[src/rtl/bus_err_inj_pkg.sv]
// Shared types and widths for the bus error-response injector.
package bus_err_inj_pkg;

   typedef enum logic [1:0] {
      IDLE  = 2'd0,
      ARMED = 2'd1,
      DRAIN = 2'd2
   } inj_state_e;

   localparam int unsigned CountWidth = 8;
   localparam int unsigned BurstWidth = 16;

endpackage

[src/rtl/bus_err_inj_tag_fifo.sv]
// Per-channel 1-bit tag FIFO pairing each response burst with the hit flag of its request.
module bus_err_inj_tag_fifo #(
   parameter int unsigned Depth = 4
) (
   input  logic clk_i,
   input  logic rst_i,
   input  logic push_i,
   input  logic data_i,
   input  logic pop_i,
   output logic data_o,
   output logic full_o,
   output logic empty_o
);

   localparam int unsigned PtrWidth = (Depth > 1) ? $clog2(Depth) : 1;
   localparam int unsigned CntWidth = $clog2(Depth + 1);

   logic [Depth-1:0]    mem_q, mem_d;
   logic [PtrWidth-1:0] wr_ptr_q, wr_ptr_d;
   logic [PtrWidth-1:0] rd_ptr_q, rd_ptr_d;
   logic [CntWidth-1:0] cnt_q, cnt_d;

   function automatic logic [PtrWidth-1:0] ptr_next(input logic [PtrWidth-1:0] p);
      return (p == PtrWidth'(Depth - 1)) ? '0 : p + PtrWidth'(1);
   endfunction

   always_comb begin
      mem_d    = mem_q;
      wr_ptr_d = wr_ptr_q;
      rd_ptr_d = rd_ptr_q;
      cnt_d    = cnt_q + CntWidth'(push_i) - CntWidth'(pop_i);
      if (push_i) begin
         mem_d[wr_ptr_q] = data_i;
         wr_ptr_d        = ptr_next(wr_ptr_q);
      end
      if (pop_i) begin
         rd_ptr_d = ptr_next(rd_ptr_q);
      end
   end

   always_ff @(posedge clk_i) begin
      if (rst_i) begin
         mem_q    <= '0;
         wr_ptr_q <= '0;
         rd_ptr_q <= '0;
         cnt_q    <= '0;
      end else begin
         mem_q    <= mem_d;
         wr_ptr_q <= wr_ptr_d;
         rd_ptr_q <= rd_ptr_d;
         cnt_q    <= cnt_d;
      end
   end

   assign data_o  = mem_q[rd_ptr_q];
   assign full_o  = (cnt_q == CntWidth'(Depth));
   assign empty_o = (cnt_q == '0);

endmodule

[src/rtl/bus_err_injector_bare.sv]
// Rewrites the response error code of bursts whose request address hit a programmed window.
module bus_err_injector_bare
   import bus_err_inj_pkg::*;
#(
   parameter int unsigned AddrWidth      = 48,
   parameter int unsigned ErrBits        = 3,
   parameter int unsigned NumOutstanding = 4,
   parameter int unsigned NumChannels    = 1
) (
   input  logic                   clk_i,
   input  logic                   rst_i,
   input  logic [NumChannels-1:0] req_hs_valid_i,
   input  logic [AddrWidth-1:0]   req_addr_i,
   input  logic [NumChannels-1:0] rsp_hs_valid_i,
   input  logic [NumChannels-1:0] rsp_burst_last_i,
   input  logic [ErrBits-1:0]     rsp_err_i,
   output logic [ErrBits-1:0]     rsp_err_o,
   input  logic                   cfg_arm_i,
   input  logic                   cfg_disarm_i,
   input  logic [AddrWidth-1:0]   cfg_base_i,
   input  logic [AddrWidth-1:0]   cfg_mask_i,
   input  logic [ErrBits-1:0]     cfg_code_i,
   input  logic [CountWidth-1:0]  cfg_count_i,
   output logic                   inj_active_o,
   output logic                   inj_done_o,
   output logic [BurstWidth-1:0]  inj_bursts_o,
   output logic                   inj_overflow_o
);

   localparam int unsigned OccWidth  = $clog2(NumOutstanding + 1);
   localparam int unsigned PendWidth = $clog2(NumChannels * NumOutstanding + 1);

   inj_state_e             state_q, state_d;
   logic [AddrWidth-1:0]   base_q, base_d;
   logic [AddrWidth-1:0]   mask_q, mask_d;
   logic [ErrBits-1:0]     code_q, code_d;
   logic [CountWidth-1:0]  count_q, count_d;
   logic [CountWidth-1:0]  remaining_q, remaining_d;
   logic [NumChannels-1:0] dead_q, dead_d;
   logic                   overflow_q, overflow_d;
   logic                   done_q, done_d;
   logic [BurstWidth-1:0]  bursts_q, bursts_d;
   logic [OccWidth-1:0]    hit_cnt_q [NumChannels];
   logic [OccWidth-1:0]    hit_cnt_d [NumChannels];

   logic [NumChannels-1:0] fifo_full, fifo_empty, fifo_head;
   logic [NumChannels-1:0] push_en, pop_en, ovf_ev, inj_sel;
   logic                   hit_c;
   logic                   tag_push;
   logic                   hit_pop;
   logic [PendWidth-1:0]   hit_pending;

   assign hit_c = (state_q == ARMED) && (((req_addr_i ^ base_q) & mask_q) == '0);

   // Per-channel handshake qualification and tag FIFO.
   for (genvar g = 0; g < int'(NumChannels); g++) begin : g_chan
      assign pop_en[g]  = rsp_hs_valid_i[g] && rsp_burst_last_i[g] && !fifo_empty[g] && !dead_q[g];
      assign push_en[g] = req_hs_valid_i[g] && !dead_q[g] && (!fifo_full[g] || pop_en[g]);
      assign ovf_ev[g]  = req_hs_valid_i[g] && !dead_q[g] && fifo_full[g] && !pop_en[g];
      assign inj_sel[g] = rsp_hs_valid_i[g] && !fifo_empty[g] && fifo_head[g] && !dead_q[g];

      bus_err_inj_tag_fifo #(
         .Depth (NumOutstanding)
      ) u_tag_fifo (
         .clk_i   (clk_i),
         .rst_i   (rst_i),
         .push_i  (push_en[g]),
         .data_i  (hit_c),
         .pop_i   (pop_en[g]),
         .data_o  (fifo_head[g]),
         .full_o  (fifo_full[g]),
         .empty_o (fifo_empty[g])
      );
   end

   assign tag_push = (|push_en) && hit_c;
   assign hit_pop  = |(pop_en & fifo_head);

   // Hit-tag bookkeeping; a dead channel forfeits its outstanding hit tags.
   always_comb begin
      dead_d      = dead_q;
      overflow_d  = overflow_q;
      hit_pending = '0;
      for (int i = 0; i < int'(NumChannels); i++) begin
         hit_pending  = hit_pending + PendWidth'(hit_cnt_q[i]);
         hit_cnt_d[i] = hit_cnt_q[i] + OccWidth'(push_en[i] && hit_c)
                                     - OccWidth'(pop_en[i] && fifo_head[i]);
         if (ovf_ev[i]) begin
            hit_cnt_d[i] = '0;
            dead_d[i]    = 1'b1;
            overflow_d   = 1'b1;
         end
      end
      bursts_d = bursts_q;
      if (hit_pop && (bursts_q != '1)) begin
         bursts_d = bursts_q + BurstWidth'(1);
      end
   end

   always_comb begin
      state_d     = state_q;
      base_d      = base_q;
      mask_d      = mask_q;
      code_d      = code_q;
      count_d     = count_q;
      remaining_d = remaining_q;
      done_d      = 1'b0;
      unique case (state_q)
         IDLE: begin
            if (cfg_arm_i && (cfg_code_i != '0)) begin
               state_d     = ARMED;
               base_d      = cfg_base_i;
               mask_d      = cfg_mask_i;
               code_d      = cfg_code_i;
               count_d     = cfg_count_i;
               remaining_d = cfg_count_i;
            end
         end
         ARMED: begin
            if (tag_push && (count_q != '0)) begin
               remaining_d = remaining_q - CountWidth'(1);
            end
            if (cfg_disarm_i || (tag_push && (remaining_q == CountWidth'(1)))) begin
               state_d = DRAIN;
            end
         end
         DRAIN: begin
            if (hit_pending == '0) begin
               state_d = IDLE;
               done_d  = 1'b1;
            end
         end
         default: state_d = IDLE;
      endcase
   end

   always_ff @(posedge clk_i) begin
      if (rst_i) begin
         state_q     <= IDLE;
         base_q      <= '0;
         mask_q      <= '0;
         code_q      <= '0;
         count_q     <= '0;
         remaining_q <= '0;
         dead_q      <= '0;
         overflow_q  <= 1'b0;
         done_q      <= 1'b0;
         bursts_q    <= '0;
         for (int i = 0; i < int'(NumChannels); i++) begin
            hit_cnt_q[i] <= '0;
         end
      end else begin
         state_q     <= state_d;
         base_q      <= base_d;
         mask_q      <= mask_d;
         code_q      <= code_d;
         count_q     <= count_d;
         remaining_q <= remaining_d;
         dead_q      <= dead_d;
         overflow_q  <= overflow_d;
         done_q      <= done_d;
         bursts_q    <= bursts_d;
         for (int i = 0; i < int'(NumChannels); i++) begin
            hit_cnt_q[i] <= hit_cnt_d[i];
         end
      end
   end

   always_ff @(posedge clk_i) begin
      if (!rst_i) begin
         assert ($onehot0(req_hs_valid_i))
            else $fatal(1, "req_hs_valid_i not one-hot0: %b", req_hs_valid_i);
         assert ($onehot0(rsp_hs_valid_i))
            else $fatal(1, "rsp_hs_valid_i not one-hot0: %b", rsp_hs_valid_i);
      end
   end

   assign rsp_err_o      = (|inj_sel) ? code_q : rsp_err_i;
   assign inj_active_o   = (state_q != IDLE);
   assign inj_done_o     = done_q;
   assign inj_bursts_o   = bursts_q;
   assign inj_overflow_o = overflow_q;

endmodule

[config.mk]
export PLATFORM = sky130hd
export DESIGN_NAME = bus_err_injector_bare
export DESIGN_NICKNAME = d
export VERILOG_FILES = /design/src/rtl/bus_err_inj_pkg.sv /design/src/rtl/bus_err_inj_tag_fifo.sv /design/src/rtl/bus_err_injector_bare.sv
export SDC_FILE = /design/constraint.sdc
export NUM_CORES = 1
export LEC_CHECK = 0
export BUFFER_PORTS_ARGS = -buffer_cell sky130_fd_sc_hd__buf_2
export CAP_MARGIN = 10
export CORE_MARGIN = 2
export CORE_UTILIZATION = 32
export CTS_CLUSTER_DIAMETER = 100
export DETAILED_ROUTE_END_ITERATION = 7
export GPL_ROUTABILITY_DRIVEN = 0
export SYNTH_ARGS = -nofsm -noshare
export SYNTH_HDL_FRONTEND = slang
export SYNTH_SLANG_ARGS = --single-unit
[constraint.sdc]
create_clock -name clk_i -period 4.6 [get_ports clk_i]
set_input_delay 0.46 -clock clk_i [delete_from_list [all_inputs] [get_ports clk_i]]
set_output_delay 0.46 -clock clk_i [all_outputs]
set_load 0.005 [all_outputs]
; ---- Word level (Yosys, flattened, before mapping)
; Memory sizes are Yosys's and may differ from the RTL's.
; Index checks and enable logic that the tools add are counted.
[op_classes]
reduce_logical = 37
mul = 0
bitwise_logic = 4
n_div = 0
n_eq_ne = 11
muxes = 22
shift = 0
order_cmp = 3
n_addsub = 8
[ops]
columns = operator, n
row1 = bitwise AND 48 bit, 1
row2 = zero test 48 bit, 1
row3 = XOR 48 bit, 1
row4 = logical AND 1 bit, 18
row5 = adder 16 x 1 -> 16 bit (second input constant), 1
row6 = two-way mux 8 bit, 2
row7 = inequality test 16 bit (second input constant), 1
row8 = case mux 8 bit (2 select lines), 1
row9 = two-way mux 2 bit, 5
row10 = two-way mux 3 bit, 3
row11 = equality test 8 x 1 -> 1 bit (second input constant), 1
row12 = nonzero test 8 bit, 1
row13 = subtractor 8 x 1 -> 8 bit (second input constant), 1
row14 = two-way mux 1 bit, 7
row15 = adder 3 x 1 -> 3 bit, 2
row16 = equality test 2 bit (second input constant), 3
row17 = zero test 3 bit, 2
row18 = less-than comparator 2 x 3 -> 1 bit (second input constant), 2
row19 = case mux 2 bit (3 select lines), 1
row20 = AND reduction 3 bit, 2
row21 = subtractor 3 x 1 -> 3 bit, 2
row22 = adder 2 x 1 -> 2 bit (second input constant), 2
row23 = bitwise mux 4 bit, 1
row24 = zero test 1 bit, 4
row25 = other kinds (16), 20
[word_totals]
rom_bits = 0
mem_count = 1
input_bits = 165
latchBits = 0
regBits = 146
elab_cells = 99
mem_bits_rw = 3
out_inout_bits = 22
[memory_table]
columns = name, words, word_bits, rd, rd_clocked_by_memory_dff, write_ports, line
row1 = hit_cnt_q, 1, 3, 1, 0, 1, bus_err_injector_bare.sv:43  ; logic [OccWidth-1:0] hit_cnt_q [NumChannels];

; ---- Longest topological paths before layout
[depth]
ltp_word = 11
depth_mapped = 12
depth_no_buf = 12

; ---- By module
; Synthesis repeated with hierarchy kept, for this count alone.
[hier_totals]
cells_unflattened = 840
area_unflattened_um2 = 6847.8
[modules_own_cells]
columns = module, cells_per_inst, area_each_um2, n_inst
row1 = bus_err_injector_bare, 784, 6262.3, 1
row2 = bus_err_inj_tag_fifo, 56, 585.6, 1

; ---- Least setup slack after synthesis
; OpenSTA, ideal clock, no wires.
[synth_timing]
kind = input to register
start = in req_addr_i[17]
end = mem hit_cnt_q[0][2] (netlist name)
slack_ns = 1.996
n_path_buf = 0
required_time_ns = 4.474
stages = 12
t_arrival_ns = 2.478
path_cell_list = xor2_1 > a22oi_1 > nand4_1 > nor4_4 > nand2_1 > nor2_1 > ha_1 > inv_1 > fa_1 > xor2_1 > xnor2_1 > nor2_1
[synth_via]
elab_chain_cells = 9
[synth_rtl]
columns = element, line
row1 = start: declaration, bus_err_injector_bare.sv:13  ; input logic [AddrWidth-1:0] req_addr_i,
row2 = XOR 48 bit, bus_err_injector_bare.sv:53  ; assign hit_c = (state_q == ARMED) && (((req_addr_i ^ base_q) & mask_q) == '0);
row3 = bitwise AND 48 bit, bus_err_injector_bare.sv:53
row4 = zero test 48 bit, bus_err_injector_bare.sv:53
row5 = logical AND 1 bit, bus_err_injector_bare.sv:53
row6 = logical AND 1 bit, bus_err_injector_bare.sv:86  ; hit_cnt_d[i] = hit_cnt_q[i] + OccWidth'(push_en[i] && hit_c)
row7 = adder 3 x 1 -> 3 bit, bus_err_injector_bare.sv:86
row8 = subtractor 3 x 1 -> 3 bit, bus_err_injector_bare.sv:87  ; - OccWidth'(pop_en[i] && fifo_head[i]);
row9 = two-way mux 3 bit, bus_err_injector_bare.sv:88  ; if (ovf_ev[i]) begin
row10 = two-way mux 3 bit (no line), n/a
row11 = end: declaration, bus_err_injector_bare.sv:43
; Every way passes these cells.

; ---- Final worst setup path
[layout_timing]
start = reg state_q[1]
end = mem hit_cnt_q[0][2] (netlist name)
[layout_via]
elab_chain_cells = 7
[layout_rtl]
columns = element, line
row1 = start: declaration, bus_err_injector_bare.sv:33  ; inj_state_e state_q, state_d;
row2 = start signal: assignment, bus_err_injector_bare.sv:153  ; state_q <= state_d;
row3 = equality test 2 x 1 -> 1 bit, bus_err_injector_bare.sv:53
row4 = logical AND 1 bit, bus_err_injector_bare.sv:53
row5 = logical AND 1 bit, bus_err_injector_bare.sv:86
row6 = adder 3 x 1 -> 3 bit, bus_err_injector_bare.sv:86
row7 = subtractor 3 x 1 -> 3 bit, bus_err_injector_bare.sv:87
row8 = two-way mux 3 bit, bus_err_injector_bare.sv:88
row9 = two-way mux 3 bit (no line), n/a
; Every way passes these cells.

==> impl_results.md <==
- Routed wl met3: 1501 um
- Register area share after synthesis: 43.85%
- Starting Density: 32.46%
- PortBufs: 186
- RSZ-0062 raised after global routing: false
- Worst setup endpoint: hit_cnt_q[0][2]$_SDFF_PP0_
- Crit path launch: state_q[1]$_SDFFE_PP0P_
- Avg Inst Size Synth: 8.032 um2
- Multi-input logic area: 3588 um2
- Clk slew on worst S/H paths: 70 ps
- Crit Path Max Fanout: 14
- Initial antenna violation count: 3
- Setup Fix Bufs, Post-CTS: 0
- TritonCTS clock tree: yes
- PostCTS Resize Cnt: 0
- Site row count: 53
- Worst slew margin: 19.42%
- Floorplan core area: 20,960 um2
- Number of global-route vias before repair: 5,937
- Placed cells: 1,270
- Die area: 22,440 um2
- Req. time, crit path: 4890 ps
- Syn Inst Count: 847
- Unique masters post-synth: 53
- Crit start category: flop
- Peak VDD IR: 0.2244 mV
- R2R Setup Slk: 1630 ps
- Fmax: 0.3365 GHz
- GRT Residual Overflow: 0
- I/O pin cnt: 187
- Critical path arrival: 3270 ps
- # fillers: 2,182
- Final net count: 1,193
- WL/cell: 15.14 um
- Number of synthesized flops with an enable pin: 0
- PwrDens: 399.5 nW/um2
- Top-area cell type share of the netlist area: 43.85%
- Outcome: complete, no violations
- Total wire length: 19,740 um
- Clock root cell: clkbuf_16
- CP max stage delay: 520 ps
- Synth Register Bits: 149
- CTS Hold Bufs: 0
- Count of warnings emitted by yosys: 0
- Worst Hold Class: in -> reg
- DRC Markers: 0
- Chip Width: 149.8 um
- Final Hold Fails: 0
- Final Max Tran Viols: 0
- Hpwl dp: 14,380 um
- Slowest CP cell: nor3_2
- Commonest cells in the netlist: nand2_1, dfxtp_1, a21oi_1
- # Max-Cap Violations: 0
- Clock Skew: 9.717 ps
- Static Leak: 3.651 nW
- Mapped cell area: 6803 um2
- DIE HEIGHT: 149.8 um
- Worst path cell trace: nand2b_1 > a21oi_1 > nand3_1 > nor3_2 > nand2_1 > nor2_1 > ha_1 > inv_1 > fa_1 > xor2_1 > xnor2_1 > nor2_1
- Area growth syn-to-layout: 26.14%
- WS Path Type: reg -> reg
- Slew @ Worst Pin: 1206 ps
- CTS max path bufs: 2
- Routed met2 length: 9173 um
- Layout cells sized above 1: 23.37%
- CP Capture Type: flop
- Number of buffers created by CTS: 17
- Ys async rst share: 0%
- GRT Overall Usage: 17.68%
- Final antenna-violating net count: 0
- DR top layer: met5
- RR Startpoint: state_q[1]$_SDFFE_PP0P_
- Cell with the most instances after synthesis: nand2_1
- Final-report setup violation count: 0
- Non-Filler Instances: 1,304
- Synth area leaders: dfxtp_1, nand2_1, a21oi_1, xor2_1, a22oi_1
- Top_reg_cell synth: dfxtp_1
- Drt first-iter violations: 285
- Drt pass-1 iters: 4
- DR vias/cell: 4.850
- Synthesized Nets: 1,026
- Via count: 6,325
- R2r endpoint: hit_cnt_q[0][2]$_SDFF_PP0_
- Met1 WL: 8898 um
- First-pass GRT wire length: 30,970 um
- Clk Latency, worst-skew pair: 420 ps
- Area leader, netlist: dfxtp_1
- Fin crit share: 64.60%
- FF-to-FF path depth: 12
- Largest net degree at the start of global routing: 68
- Crit path time final: 2972 ps
- Register area: 2983 um2
- Worst path most repeated cell: nor2_1
- Setup total negative slack: 0 ps
- H-Tree Depth: 4
- CTS sink cnt: 149
how the worst min path moves through the flow:
stage / from / end / slack, ps / cells after the start
2_1_floorplan: g_chan[0].u_tag_fifo.mem_q[2]$_SDFFE_PP0P_ / g_chan[0].u_tag_fifo.mem_q[2]$_SDFFE_PP0P_ / 430 / 2
3_3_place_gp: g_chan[0].u_tag_fifo.mem_q[1]$_SDFFE_PP0P_ / g_chan[0].u_tag_fifo.mem_q[1]$_SDFFE_PP0P_ / 440 / 2
3_5_place_dp: g_chan[0].u_tag_fifo.mem_q[1]$_SDFFE_PP0P_ / g_chan[0].u_tag_fifo.mem_q[1]$_SDFFE_PP0P_ / 450 / 2
4_1_cts: cfg_base_i[19] / base_q[19]$_SDFFE_PP0P_ / 250 / 3
5_1_grt: cfg_mask_i[3] / mask_q[3]$_SDFFE_PP0P_ / 250 / 3
6_report: cfg_base_i[19] / base_q[19]$_SDFFE_PP0P_ / 270 / 3
layout by cell type, fill, tap and decap left out, drive strengths merged, types with 2 or more instances in the layout:
master,n
diode,2
a21oi,125
nand4,18
buf,192
nand3,19
ha,12
bufinv,2
o311ai,2
mux2,4
mux2i,3
nor4,5
nor3b,3
dfxtp,149
a22oi,41
o32ai,2
inv,24
and4,3
nand2,245
fa,2
clkinv,5
nor3,4
o221a,2
o21ai,4
xor2,60
nor2,42
clkbuf,18
and3,6
xnor2,7
o31ai,2
nor2b,4
a31oi,6
cells by family (layout without fill, tap and decap cells):
kind of cell             after synthesis  count (layout)  synth area share [%]
AND/OR/NAND/NOR                      354             354                 22.46
AO/OA/AOI/OAI                        193             193                 17.01
flip-flops                           149             149                 43.85
XOR/XNOR                              67              67                 8.626
buffers and inverters                 62             242                 3.825
adder cells (fa/ha/maj)               14              14                 2.796
multiplexers                           8               8                 1.435
other                                  0               2                     0
critical path: cells and delay by family, from the launching register on:
family / cells / cell delay [ps]
AND/OR/NAND/NOR: 6 / 1380
buffers and inverters: 1 / 50
AO/OA/AOI/OAI: 1 / 250
adder cells (fa/ha/maj): 2 / 530
flip-flops: 1 / 340
XOR/XNOR: 2 / 300
per-stage QoR:
step / power, W / hold WS, ps / area, um2 / worst slack (ps) / utilization, %
2_1_floorplan: 0.001830 / 428.7 / 6803 / 1996 / -
3_3_place_gp: 0.002029 / 442.3 / 7974 / 1591 / 38.05
3_5_place_dp: 0.002035 / 445.4 / 7974 / 1562 / 38.05
4_1_cts: 0.003473 / 250.0 / 8576 / 1590 / 40.92
5_1_grt: 0.003606 / 254.4 / 8576 / 1354 / 40.92
6_report: 0.003428 / 271.2 / 8581 / 1628 / 40.95
where the power goes:
group | internal [W] | leakage (nW) | switching (W) | total [W]
Combinational | 0.000226 | 2.14 | 0.000328 | 0.000554
Sequential | 0.00138 | 1.22 | 0.0000700 | 0.00145
Clock | 0.000829 | 0.294 | 0.000596 | 0.00142
routing by layer:
layer / track usage [%] / vias to the layer above
li1: - / 3228
met3: 5.549 / 11
met2: 27.95 / 187
met5: 0 / -
met4: 3.538 / 2
met1: 23.81 / 2897
state kept, by name, indices dropped and copies added (netlist names):
register,cells
inj_overflow_o,1
state_q,2
g_chan.u_tag_fifo.cnt_q,3
hit_cnt_q,3
g_chan.u_tag_fifo.rd_ptr_q,2
count_q,8
base_q,48
code_q,3
g_chan.u_tag_fifo.wr_ptr_q,2
g_chan.u_tag_fifo.mem_q,4
inj_done_o,1
remaining_q,8
mask_q,48
inj_bursts_o,16
layout make-up:
| class | count | area share, % |
|---|---|---|
| multi-input combinational | 636 | 41.82 |
| sequential | 149 | 34.76 |
| timing repair buffer | 192 | 11.55 |
| clock buffer | 18 | 5.118 |
| tap | 275 | 4.010 |
| clock inverter | 14 | 1.896 |
| inverter | 18 | 0.7874 |
| antenna | 2 | 0.05833 |
(Power assumes the default switching activity.)
